### src/rtl/mtr_drv_pkg.sv
// mtr_drv_pkg: shared PWM width, channel FSM state type and speed-to-magnitude helper
package mtr_drv_pkg;

    localparam int PWM_W = 11;

    typedef enum logic {DRIVE, COAST} chan_state_t;

    // |spd| at 12 bits; only -2048 overflows 11 bits and is clamped to full scale
    function automatic logic [PWM_W-1:0] spd_to_mag(input logic signed [11:0] spd);
        logic [11:0] a;
        a = spd[11] ? -spd : spd;
        return a[11] ? {PWM_W{1'b1}} : a[PWM_W-1:0];
    endfunction

endpackage

### src/rtl/mtr_chan.sv
// mtr_chan: one H-bridge channel - duty/direction FSM with reversal coast and registered PWM pair
//   clk, rst_n : clock, synchronous active-low reset
//   bnd_i      : high in the cycle cnt_i == 2047 (period boundary edge)
//   cnt_i      : shared PWM timebase
//   spd_i      : signed speed command, sampled only at the boundary
//   ovr_i      : over-current sample, present only when OVR_CURR_EN is defined
//   fwd_o/rev_o: registered forward/reverse drive
module mtr_chan
    import mtr_drv_pkg::*;
#(
    parameter int REV_COAST_PER = 1
) (
    input  logic               clk,
    input  logic               rst_n,
    input  logic               bnd_i,
    input  logic [PWM_W-1:0]   cnt_i,
    input  logic signed [11:0] spd_i,
`ifdef OVR_CURR_EN
    input  logic               ovr_i,
`endif
    output logic               fwd_o,
    output logic               rev_o
);

    localparam logic [1:0] CC_INIT = 2'(REV_COAST_PER - 1);

    chan_state_t      state_q, state_d;
    logic [PWM_W-1:0] duty_q, duty_d, mag;
    logic [1:0]       cc_q, cc_d;
    logic             dir_q, dir_d, dir_new;
    logic             fwd_q, fwd_d, rev_q, rev_d;
    logic             blank, on;

`ifdef OVR_CURR_EN
    logic blank_q, blank_d;

    // The sample itself gates the very next output; the latch holds it until the boundary
    always_comb begin
        blank   = ovr_i | blank_q;
        blank_d = bnd_i ? 1'b0 : blank;
    end

    always_ff @(posedge clk) begin
        if (!rst_n) blank_q <= 1'b0;
        else        blank_q <= blank_d;
    end
`else
    always_comb blank = 1'b0;
`endif

    always_comb begin
        mag     = spd_to_mag(spd_i);
        dir_new = spd_i[11];
        state_d = state_q;
        duty_d  = duty_q;
        dir_d   = dir_q;
        cc_d    = cc_q;
        if (bnd_i) begin
            // Reversal while actually driving: force idle periods before flipping the bridge
            if (state_q == DRIVE && mag != '0 && duty_q != '0 && dir_new != dir_q) begin
                state_d = COAST;
                duty_d  = '0;
                cc_d    = CC_INIT;
            end else if (state_q == COAST && cc_q != '0) begin
                cc_d = cc_q - 2'd1;
            end else begin
                state_d = DRIVE;
                duty_d  = mag;
                dir_d   = dir_new;
            end
        end
        on    = state_q == DRIVE && cnt_i < duty_q && !blank;
        fwd_d = on && !dir_q;
        rev_d = on && dir_q;
    end

    always_ff @(posedge clk) begin
        if (!rst_n) begin
            state_q <= DRIVE;
            duty_q  <= '0;
            dir_q   <= 1'b0;
            cc_q    <= '0;
            fwd_q   <= 1'b0;
            rev_q   <= 1'b0;
        end else begin
            state_q <= state_d;
            duty_q  <= duty_d;
            dir_q   <= dir_d;
            cc_q    <= cc_d;
            fwd_q   <= fwd_d;
            rev_q   <= rev_d;
        end
    end

    assign fwd_o = fwd_q;
    assign rev_o = rev_q;

endmodule

### src/rtl/mtr_drv.sv
// mtr_drv: dual-channel motor PWM driver with shared 11-bit timebase and reversal coast interlock
//   clk, rst_n          : clock, synchronous active-low reset
//   lft_spd, rgt_spd    : signed 12-bit wheel speed commands
//   ovr_I_lft/ovr_I_rght: per-channel over-current inputs (only with OVR_CURR_EN defined)
//   PWM_frwrd_*/PWM_rev_*: H-bridge drive outputs
//   prd_sync            : registered pulse, high in the cycle the timebase is 0
// Optional feature macro: OVR_CURR_EN (cycle-by-cycle current-limit blanking)
module mtr_drv
    import mtr_drv_pkg::*;
#(
    parameter int REV_COAST_PER = 1
) (
    input  logic               clk,
    input  logic               rst_n,
    input  logic signed [11:0] lft_spd,
    input  logic signed [11:0] rgt_spd,
`ifdef OVR_CURR_EN
    input  logic               ovr_I_lft,
    input  logic               ovr_I_rght,
`endif
    output logic               PWM_frwrd_lft,
    output logic               PWM_rev_lft,
    output logic               PWM_frwrd_rght,
    output logic               PWM_rev_rght,
    output logic               prd_sync
);

    logic [PWM_W-1:0] cnt_q, cnt_d;
    logic             bnd;

    always_comb begin
        bnd   = &cnt_q;
        cnt_d = cnt_q + PWM_W'(1);
    end

    always_ff @(posedge clk) begin
        if (!rst_n) begin
            cnt_q    <= '0;
            prd_sync <= 1'b0;
        end else begin
            cnt_q    <= cnt_d;
            prd_sync <= bnd;
        end
    end

    mtr_chan #(.REV_COAST_PER(REV_COAST_PER)) u_lft (
        .clk   (clk),
        .rst_n (rst_n),
        .bnd_i (bnd),
        .cnt_i (cnt_q),
        .spd_i (lft_spd),
`ifdef OVR_CURR_EN
        .ovr_i (ovr_I_lft),
`endif
        .fwd_o (PWM_frwrd_lft),
        .rev_o (PWM_rev_lft)
    );

    mtr_chan #(.REV_COAST_PER(REV_COAST_PER)) u_rght (
        .clk   (clk),
        .rst_n (rst_n),
        .bnd_i (bnd),
        .cnt_i (cnt_q),
        .spd_i (rgt_spd),
`ifdef OVR_CURR_EN
        .ovr_i (ovr_I_rght),
`endif
        .fwd_o (PWM_frwrd_rght),
        .rev_o (PWM_rev_rght)
    );

endmodule
### config.mk
export PLATFORM = sky130hd
export DESIGN_NAME = mtr_drv
export DESIGN_NICKNAME = d
export VERILOG_FILES = /design/src/rtl/mtr_drv_pkg.sv /design/src/rtl/mtr_chan.sv /design/src/rtl/mtr_drv.sv
export SDC_FILE = /design/constraint.sdc
export NUM_CORES = 1
export LEC_CHECK = 0
export ABC_AREA = 1
export CAP_MARGIN = 10
export CELL_PAD_IN_SITES_DETAIL_PLACEMENT = 2
export CELL_PAD_IN_SITES_GLOBAL_PLACEMENT = 2
export CORE_MARGIN = 3
export CORE_UTILIZATION = 33
export CTS_BUF_LIST = sky130_fd_sc_hd__clkbuf_16
export CTS_CLUSTER_DIAMETER = 80
export CTS_CLUSTER_SIZE = 24
export DETAILED_ROUTE_END_ITERATION = 8
export PLACE_DENSITY = 0.78
export SETUP_SLACK_MARGIN = 0.5
export SLEW_MARGIN = 10
export SYNTH_ARGS = -nofsm -noshare
export SYNTH_HDL_FRONTEND = slang
export SYNTH_HIERARCHICAL = 1
export SYNTH_SLANG_ARGS = --single-unit
export TNS_END_PERCENT = 10
### constraint.sdc
create_clock -name clk -period 2.3 [get_ports clk]
set_input_delay 0.23 -clock clk [delete_from_list [all_inputs] [get_ports clk]]
set_output_delay 0.23 -clock clk [all_outputs]
set_load 0.03 [all_outputs]
* Word level (Yosys, flattened, before mapping) *
Cells that the tools add are included.

word-level totals
  flip-flop bits (word level) = 46
  bits in latches = 0
  bits in writable memories = 0
  bits in read-only memories = 0
  input port bits = 26
  output and inout port bits = 5
  word-level logic and storage cells = 78
  memories kept = 0

cells by class
  $add $sub $neg = 5
  multiply operators = 0
  div/mod/pow operators = 0
  magnitude comparators = 2
  equal/unequal tests = 4
  shift-type cells = 0
  multiplexer cells = 16
  bitwise logic cells = 6
  reduce and logical (&&, ||, !) cells = 31

operator list
  kind                                                                count
  11-bit two-way mux                                                  6
  12-bit AND reduction                                                4
  11-bit nonzero test                                                 4
  13-bit AND reduction                                                2
  12-bit two-way mux                                                  2
  12-bit negator                                                      2
  11-bit less-than comparator                                         2
  1-bit logical AND                                                   14
  11-bit by 1-bit adder with 11-bit output, second input constant     1
  11-bit AND reduction                                                1
  2-bit two-way mux                                                   4
  2-bit nonzero test                                                  4
  1-bit inverter                                                      6
  1-bit two-way mux                                                   4
  2-bit by 1-bit != test with 1-bit output, second input constant     2
  2-bit by 1-bit subtractor with 2-bit output, second input constant  2
  1-bit logical NOT                                                   2
  1-bit != test                                                       2

* Longest topological paths before layout *
  depth after elaboration = 9
  gate-level depth with buffers = 15
  mapped depth without buffers = 15

* By module *
Netlist, hierarchy kept.

modules (own cells, without submodules)
  module    times used  cells an instance  area an instance (sq um)  seq. area each (sq um)
  mtr_chan  2           211                1417.6                    340.3
  mtr_drv   1           71                 535.5                     240.2

* Worst setup path before layout *
Ideal clock, no wire load.

  path type = flip-flop to flip-flop
  from = reg cnt_q[0]
  to = reg u_lft.duty_q[0]
  setup time = 0.071 ns
  data arrival time = 1.629 ns
  data required time = 2.229 ns
  slack = 0.600 ns
  cell stages (with the launch flop) = 11
  buffers on the path = 1
  period minus slack after synthesis = 1.700 ns
  cells stage by stage = dfxtp_1 ha_1 nand2_2 nor2_4 nand3_2 inv_1 nand2_1 a21oi_4 buf_8 nand2_2 a21oi_2

on the way
  cells in the longest elaborated chain, start to end = 1

ends and longest elaborated chain
  item                                   line            source
  start: declaration                     mtr_drv.sv:28   logic [PWM_W-1:0] cnt_q, cnt_d;
  start signal: assignment               mtr_drv.sv:41   cnt_q <= cnt_d;
  12-bit AND reduction (no source line)  n/a
  end signal: assignment                 mtr_chan.sv:87  duty_q <= duty_d;
  end: declaration                       mtr_chan.sv:28  logic [PWM_W-1:0] duty_q, duty_d, mag;

No other way between the ends.
A chain may end at the register's enable or synchronous reset.

* Final worst setup path *
  from = reg u_rght.duty_q[10]
  to = reg u_rght.rev_q (netlist: u_rght/rev_o)

on the way
  cells in the longest elaborated chain, start to end = 3

ends and longest elaborated chain
  item                         line            source
  start: declaration           mtr_chan.sv:28
  start signal: assignment     mtr_chan.sv:87
  11-bit less-than comparator  mtr_chan.sv:72  on = state_q == DRIVE && cnt_i < duty_q && !blank;
  1-bit logical AND            mtr_chan.sv:72
  1-bit logical AND            mtr_chan.sv:74  rev_d = on && dir_q;
  end signal: assignment       mtr_chan.sv:91  rev_q <= rev_d;
  end: declaration             mtr_chan.sv:31  logic fwd_q, fwd_d, rev_q, rev_d;

No other way between the ends.

==> results.sh <==
export IMPL_drive_above_1_share=0.500
export IMPL_path_cells="inv_1 > ha_1 > a2111oi_1 > nand2_2 > nor2_1"
export IMPL_utilization=0.530
export IMPL_regArea_sq_um=943
export IMPL_worst_path_largest_cell_delay_ns=0.74
export IMPL_grt_usage=0.284
export IMPL_die_y_microns=107
export IMPL_worst_hold_path_type="reg2reg"
export IMPL_slew_headroom=0.494
export IMPL_cts_buffers=5
export IMPL_ys_types=34
export IMPL_critical_path_class="reg2reg"
export IMPL_post_dp_cell_area_sq_um=4070
export IMPL_synth_area_sq_um=3370
export IMPL_p_leak_nw=2.28
export IMPL_hold_buffers=0
export IMPL_syn_avg_cell_area_sq_um=6.84
export IMPL_insertion_delay_ns=0.30
export IMPL_grt_pass1_vias=4382
export IMPL_dr_wl_met2_mm=10.3
export IMPL_layout_nets=654
export IMPL_portBuffers=30
export IMPL_cpLargestDelayFamily="compound AO/OA/AOI/OAI gates"
export IMPL_arrival_ns=2.28
export IMPL_min_period_ns=2.06
export IMPL_final_area_sq_um=5230
export IMPL_crit_path_max_fanout=3
export IMPL_end_kind="flip-flop"
export IMPL_first_pass_iters=4
export IMPL_path_clk_slew_ns=0.07
export IMPL_num_antenna_cells=0
export IMPL_wl_met1_mm=7.85
export IMPL_grt_max_degree=15
export IMPL_holdWs_ns=0.478
export IMPL_report_final_slew_viol_count=0
export IMPL_top_layer="met4"
export IMPL_layout_commonest_cell="nand2_1"
export IMPL_syn_nets=544
export IMPL_clock_sinks=46
export IMPL_hold_viol_final=0
export IMPL_wl_per_cell_microns=27.0
export IMPL_setup_violations_final=0
export IMPL_worstMarginPinSlew_ns=0.757
export IMPL_antenna_found_initial=0
export IMPL_drc_errors=0
export IMPL_drtIter0Drc=217
export IMPL_dp_hpwl_mm=8.51
export IMPL_synth_enable_flop_cells=0
export IMPL_layout_common_cells="nand2_1 (87), buf_4 (70), inv_1 (59)"
export IMPL_overflow=0
export IMPL_ys_ff_latch=46
export IMPL_powerDensity_nw_per_um2=415
export IMPL_met3_wirelength_microns=731
export IMPL_multi_input_area_sq_um=2670
export IMPL_h_tree_depth=2
export IMPL_max_freq_mhz=486
export IMPL_clockBufferDepth=2
export IMPL_num_vias=3964
export IMPL_irDropWorstVdd_uv=388
export IMPL_viasPerCell=5.38
export IMPL_rows=36
export IMPL_synth_cells=493
export IMPL_cp_num_buf_inv=1
export IMPL_startpoint_type="flip-flop"
export IMPL_slowest_stage="a2111oi_1"
export IMPL_io_pins=31
export IMPL_async_reset_ff_frac=0
export IMPL_status="complete, no violations"
export IMPL_fin_skew_ns=0.00490
export IMPL_finalSetupTns_ns=0
export IMPL_start_util=0.342
export IMPL_rsz0062_at_grt="true"
export IMPL_root_buffer="clkbuf_16"
export IMPL_fillers=1082
export IMPL_grt_first_pass_wirelength_mm=25.0
export IMPL_yosys_warnings=6
export IMPL_cts_tree="built"
export IMPL_finalWirelength_mm=19.9
export IMPL_syn2layout_area_growth_pct=55.0
export IMPL_place_gp_congestion=0.764
export IMPL_drtAntennaViolNets=0
export IMPL_dieArea_sq_um=11500
export IMPL_die_w_microns=107
export IMPL_ys_flop_type="dfxtp_1"
export IMPL_drv_cap=0
export IMPL_finalCritPeriodShare=0.895
export IMPL_core_area_sq_um=9860
export IMPL_required_ns=2.52
export IMPL_ys_seq_area_frac=0.273
-- synthesized netlist by cell type, types with 4 or more instances --
cell / number / area, sq um
a21oi_2: 18 / 158
nor2_1: 49 / 184
nand3_2: 4 / 40.0
buf_6: 4 / 45.0
a21oi_1: 27 / 135
o21ai_0: 16 / 80.1
dfxtp_1: 46 / 921
nand3_1: 35 / 175
nand3b_1: 4 / 30.0
inv_2: 4 / 15.0
nor4_1: 4 / 25.0
nand2_2: 27 / 169
inv_1: 68 / 255
nor2_2: 15 / 93.8
ha_1: 25 / 313
clkbuf_1: 4 / 15.0
nand2_1: 111 / 417
-- worst paths after layout --
path	slack [ns]	from	end	depth (start not counted)
max	0.24	u_rght/duty_q[10]$_SDFFE_PN0P_	u_rght/rev_o$_SDFF_PN0_	5
max reg2reg	0.24	u_rght/duty_q[10]$_SDFFE_PN0P_	u_rght/rev_o$_SDFF_PN0_	5
min reg2reg	0.48	u_rght/cc_q[1]$_SDFFE_PN0P_	u_rght/cc_q[1]$_SDFFE_PN0P_	2
min	0.48	u_rght/cc_q[1]$_SDFFE_PN0P_	u_rght/cc_q[1]$_SDFFE_PN0P_	2
-- cells by family (layout without fill, tap and decap cells) --
family | after synthesis | in the layout | share of synthesized area
and+or+nand+nor | 263 | 263 | 0.375
buffers and inverters | 85 | 196 | 0.113
AOI/OAI and AO/OA | 72 | 72 | 0.141
DFF | 46 | 46 | 0.273
adders and majority gates | 25 | 25 | 0.0928
xor gates and xnor gates | 2 | 2 | 0.00520
-- per-layer routing --
layer  GRT usage  vias up
met5           0        -
met4      0.0913        0
met3      0.0439       69
met2       0.526      130
met1       0.332     1979
li1            -     1786
-- sequential cells by signal, summed over array words and instances (netlist names) --
name,cells
u_lft/state_q,1
u_rght/duty_q,11
u_rght/state_q,1
u_lft/rev_o,1
u_rght/dir_q,1
u_rght/fwd_o,1
u_lft/fwd_o,1
u_rght/rev_o,1
u_rght/cc_q,2
u_lft/dir_q,1
u_lft/duty_q,11
prd_sync,1
cnt_q,11
u_lft/cc_q,2
-- repair_timing --
item	CTS	global route
pin swaps	44	53
endpoints found under the setup margin	34	34
cloned	3	0
gates resized for setup	151	121
setup buffers	28	15
-- layout make-up --
cell class | count | area share
clock buffers | 5 | 0.0239
clock inverters | 3 | 0.00311
inverters | 72 | 0.0536
multi-input cells | 362 | 0.512
flip-flops and latches | 46 | 0.181
well taps | 133 | 0.0318
repair buffers | 116 | 0.195
-- worst register-to-register path: stages (launching register included) --
cell	delay, ns
dfxtp_1	0.42
inv_1	0.10
ha_1	0.32
a2111oi_1	0.74
nand2_2	0.20
nor2_1	0.20
-- power by group --
group          switching [W]  internal, W
Combinational       0.000339     0.000253
Clock               0.000365     0.000402
Sequential        0.00000774     0.000802
Total               0.000712      0.00146
-- stage by stage --
| stage | std cells | setup slack [ns] | total power [W] |
|---|---|---|---|
| finish | 737 | 0.242 | 0.00217 |
| global route | 737 | 0.145 | 0.00224 |
| CTS | 722 | 0.485 | 0.00198 |
| detailed placement | 683 | -0.265 | 0.00118 |
| global placement | 683 | -0.104 | 0.00116 |
| floorplan | 493 | 0.600 | 0.00101 |
Note: power is estimated with default switching activity, not from simulation.
